--- src/rtl/addsub_accum_unit.sv ---
// Registered add/subtract/accumulate unit with valid/ready handshakes,
// raw carry/borrow flag, zero flag and optional unsigned saturation.
module addsub_accum_unit #(
  parameter int WIDTH    = 8,
  parameter bit SATURATE = 1'b0
) (
  input  logic             clk,
  input  logic             rst,
  input  logic             in_valid,
  output logic             in_ready,
  input  logic [1:0]       op,
  input  logic [WIDTH-1:0] in1,
  input  logic [WIDTH-1:0] in2,
  input  logic             acc_clr,
  output logic             out_valid,
  input  logic             out_ready,
  output logic [WIDTH-1:0] out,
  output logic             carry,
  output logic             zero,
  output logic [WIDTH-1:0] acc
);

  logic             accept;
  logic [WIDTH-1:0] a_eff;
  logic [WIDTH-1:0] lhs;
  logic [WIDTH-1:0] rhs;
  logic [WIDTH:0]   sum;
  logic [WIDTH-1:0] res;

  assign in_ready = !out_valid || out_ready;
  assign accept   = in_valid && in_ready;

  always_comb begin
    a_eff = acc_clr ? '0 : acc;
    lhs   = op[1] ? a_eff : in1;
    rhs   = op[1] ? in1   : in2;
    if (op[0]) sum = {1'b0, lhs} - {1'b0, rhs};
    else       sum = {1'b0, lhs} + {1'b0, rhs};
    res = sum[WIDTH-1:0];
    // op[0] selects clamp direction: borrow clamps to 0, carry to all-ones
    if (SATURATE && sum[WIDTH]) res = op[0] ? '0 : '1;
  end

  always_ff @(posedge clk) begin
    if (rst) begin
      out_valid <= 1'b0;
      out       <= '0;
      carry     <= 1'b0;
      zero      <= 1'b0;
      acc       <= '0;
    end else begin
      out_valid <= accept || (out_valid && !out_ready);
      if (accept) begin
        out   <= res;
        carry <= sum[WIDTH];
        zero  <= (res == '0);
      end
      if (accept && op[1]) acc <= res;
      else if (acc_clr)    acc <= '0;
    end
  end

endmodule

--- config.mk ---
export PLATFORM = sky130hd
export DESIGN_NAME = addsub_accum_unit
export DESIGN_NICKNAME = d
export VERILOG_FILES = /design/src/rtl/addsub_accum_unit.sv
export SDC_FILE = /design/constraint.sdc
export NUM_CORES = 1
export LEC_CHECK = 0
export CORE_ASPECT_RATIO = 0.6
export CORE_UTILIZATION = 50
export DETAILED_ROUTE_END_ITERATION = 8
export PLACE_DENSITY = 0.83
export SLEW_MARGIN = 20
export SYNTH_ARGS = -nofsm -noshare
export SYNTH_HDL_FRONTEND = slang
export SYNTH_SLANG_ARGS = --single-unit
--- constraint.sdc ---
create_clock -name clk -period 9.8 [get_ports clk]
set_input_delay 1.96 -clock clk [delete_from_list [all_inputs] [get_ports clk]]
set_output_delay 1.96 -clock clk [all_outputs]
set_load 0.05 [all_outputs]
==> results.py <==
metrics = {
    "status": {
        "status": "finished clean",
    },
    "hold_path": {
        "hold_path_startpoint": "out[5]",
        "hold_depth": 2,
        "min_path_type": "flop to flop",
    },
    "global_route": {
        "grt_max_degree": 30,
        "antenna_found_initial": 0,
        "grt_overflow": 0,
        "grt_pass1_wl_um": 6658,
        "grt_pass1_vias": 1496,
        "grt_use_total_pct": 27.14,
    },
    "cts": {
        "post-cts-setup-buffers": 0,
        "clk_latency_ps": 260,
        "cts.sinks": 19,
        "clockBufferDepth": 2,
        "cts_made_buffers": 3,
        "cts_tree": "yes",
        "cts_hold_buf": 0,
        "cts_resized": 0,
        "root_buffer": "clkbuf_8",
        "htreeDepth": 1,
        "clk_pin_slew_ps": 60,
    },
    "die": {
        "die_w_um": 72.63,
        "initial_core_util_pct": 56.20,
        "die_y_um": 44.38,
        "coreArea_mm2": 0.002663,
        "ios": 43,
        "die_area_mm2": 0.003223,
        "rows": 14,
    },
    "synth": {
        "muxShareOfSynthArea_pct": 9.197,
        "synth_ff_type": "dfxtp_1",
        "yosysUniqueCellTypes": 41,
        "ys_seq_area_share_pct": 25.42,
        "synth_fp_nets": 220,
        "synth_compound_area_share_pct": 23.49,
        "synth-adder-area-share_pct": 8.863,
        "netlist_area_mm2": 0.001496,
        "avgSynthCellArea_um2": 8.002,
        "yosys_warnings": 0,
        "synth_xor_xnor_area_share_pct": 5.268,
        "syn_inst": 187,
        "synth_edf_count": 0,
        "synth_top_family_by_area": "simple AND/OR/NAND/NOR gates",
        "yosys.area_share.simple_pct": 24.25,
        "synth-seq-cells": 19,
        "async_flop_share_pct": 0,
    },
    "critical_path": {
        "critical-path-max-stage-delay_ps": 860,
        "cp.arrival_ps": 3470,
        "crit_required_ps": 7840,
        "slowest_stage": "clkdlybuf4s50_1",
        "ff2ff_path_depth": 8,
        "path_cells": "clkdlybuf4s50_1 > nand2b_1 > clkdlybuf4s50_1",
        "end_kind": "output port",
        "worstSetupPathType": "primary input to output port",
        "cp-startpoint": "out_ready",
        "r2r-start": "acc[5]",
        "path_common_cell": "clkdlybuf4s50_1",
        "critPathMaxFanout": 6,
        "worst_setup_path_start_kind": "primary input",
    },
    "sta": {
        "slew_headroom_pct": 48.75,
        "hold_ws_ps": 456.9,
        "fin_setup_tns_ps": 0,
        "hold_viol_final": 0,
        "fin_crit_ps": 5426,
        "drv_slew": 0,
        "clock.fmax_mhz": 184.3,
        "rsz0062_at_grt": "false",
        "fin_worst_skew_ps": 5.044,
        "tightest_slew_ps": 766.3,
        "setup_viol": 0,
        "timing.final.crit_share_pct": 55.37,
    },
    "finish": {
        "stdcell_area_mm2": 0.001989,
        "n_antenna_cell": 0,
        "nFillCells": 200,
        "fin_util_pct": 74.72,
        "drive_gt1_share_pct": 5.752,
        "fin_nets": 260,
        "syn2layout_area_growth_pct": 32.94,
    },
    "place": {
        "dp_hpwl_um": 3101,
        "place_area_mm2": 0.001944,
        "gp_congestion": 0.8490,
        "port_buffers": 42,
    },
    "pwr": {
        "p_leak_nw": 0.7675,
        "ir_worst_vdd_mv": 0.09969,
        "p_int_uw": 167.6,
        "swShare_pct": 39.57,
        "clkPwrFrac_pct": 19.4,
        "power.share.combinational_pct": 48.7,
        "seqPwrFrac_pct": 31.9,
        "powerDensity_mw_per_mm2": 139.4,
        "switchingPower_uw": 109.7,
    },
    "routing": {
        "wl_um": 3934,
        "route.detailed.wl_per_inst_um": 14.79,
        "drt_iter0_drc": 81,
        "drt_pass1_iterations": 4,
        "drcViolationCount": 0,
        "vias_per_cell": 5.835,
        "num_vias": 1552,
        "postRouteAntennaNets": 0,
    },
    "flow_run": {
        "maxCapViolCount": 0,
    },
}
## routing by layer
layer,global-route usage [%],up-vias,wire length (um),part of all wire [%]
met3,7.289,11,238,6.0
li1,-,756,-,-
met2,44.30,62,1777,45
met4,10.59,0,70,1.8
met1,34.78,723,1847,47
met5,0,-,0,0
## critical path, delay by kind of cell
| kind | cells | cell delay (ps) |
|---|---|---|
| buf+inv | 2 | 1300 |
| simple gates | 1 | 200 |
## layout make-up
cell class	count	area, um2	share of cell area [%]
multi-input cells	154	1064	53.46
repair buffers	43	427.9	21.51
flip-flops and latches	19	380.4	19.12
well taps	40	50.05	2.516
clock buffers	4	45.04	2.264
inverters	6	22.52	1.132
## through the flow
stage	setup WS, ps	total power [mW]	cells
finish	4374	0.2773	266
global route	4347	0.2928	266
CTS	4389	0.2771	266
detailed placement	4302	0.2234	262
global placement	4431	0.2194	262
floorplan	4737	0.1828	187
## cell usage after synthesis, types with 2 or more instances
master,n,share of area (%)
nor2_1,16,4.0
mux2_2,6,4.5
a21oi_1,18,6.0
ha_1,9,7.5
dfxtp_1,19,25
nand3_1,7,2.3
o41ai_1,2,1.2
xor2_1,4,2.3
mux2i_1,7,4.7
nor2b_1,9,3.8
o32a_1,2,1.3
or3_1,2,0.84
nand2_1,20,5.0
nand2b_1,3,1.3
nand3b_1,3,1.5
and3_1,2,0.84
nor3b_1,3,1.5
a21o_1,2,1.0
xnor2_1,5,2.9
o21a_1,2,1.0
o311ai_0,2,1.2
nor3_1,3,1.0
clkbuf_1,5,1.3
inv_1,6,1.5
o21ai_0,8,2.7
a211oi_1,5,2.5
buf_1,3,0.75
## cell usage in the layout, fill, tap and decap left out, types with 2 or more instances in the layout
cell,count
a211oi_1,5
a21o_1,2
a21oi_1,18
and3_1,2
clkbuf_8,3
clkdlybuf4s50_1,42
dfxtp_1,19
ha_1,9
inv_1,6
mux2_2,6
mux2i_1,7
nand2_1,20
nand2b_1,3
nand3_1,7
nand3b_1,3
nor2_1,16
nor2b_1,9
nor3_1,3
nor3b_1,3
o21a_1,2
o21ai_0,8
o311ai_0,2
o32a_1,2
o41ai_1,2
or3_1,2
xnor2_1,5
xor2_1,4
## state kept, by name, indices dropped and copies added, names as in the netlist
name / flops
acc: 8
zero: 1
out_valid: 1
out: 8
carry: 1
## power groups by stage
stage	Combinational, mW	Clock, mW	Sequential, mW
floorplan	0.0682	0	0.115
global placement	0.130	0	0.0894
detailed placement	0.134	0	0.0899
CTS	0.135	0.0541	0.0883
global route	0.146	0.0580	0.0891
finish	0.135	0.0539	0.0883
## cell families (layout without fill, tap and decap cells)
kind of cell | count (synthesis) | after routing
AO/OA/AOI/OAI | 50 | 50
XOR/XNOR | 9 | 9
multiplexers | 13 | 13
flip-flops | 19 | 19
AND/OR/NAND/NOR | 72 | 72
buffers and inverters | 14 | 53
adder cells (fa/ha/maj) | 10 | 10
## path summary, 6_finish.rpt
kind | endpoint | slack [ps]
setup reg to reg | zero | 7160
hold reg to reg | out[5] | 460
hold / removal | out[5] | 460
setup / recovery | in_ready | 4370
Power figures use the tool's default switching activity.
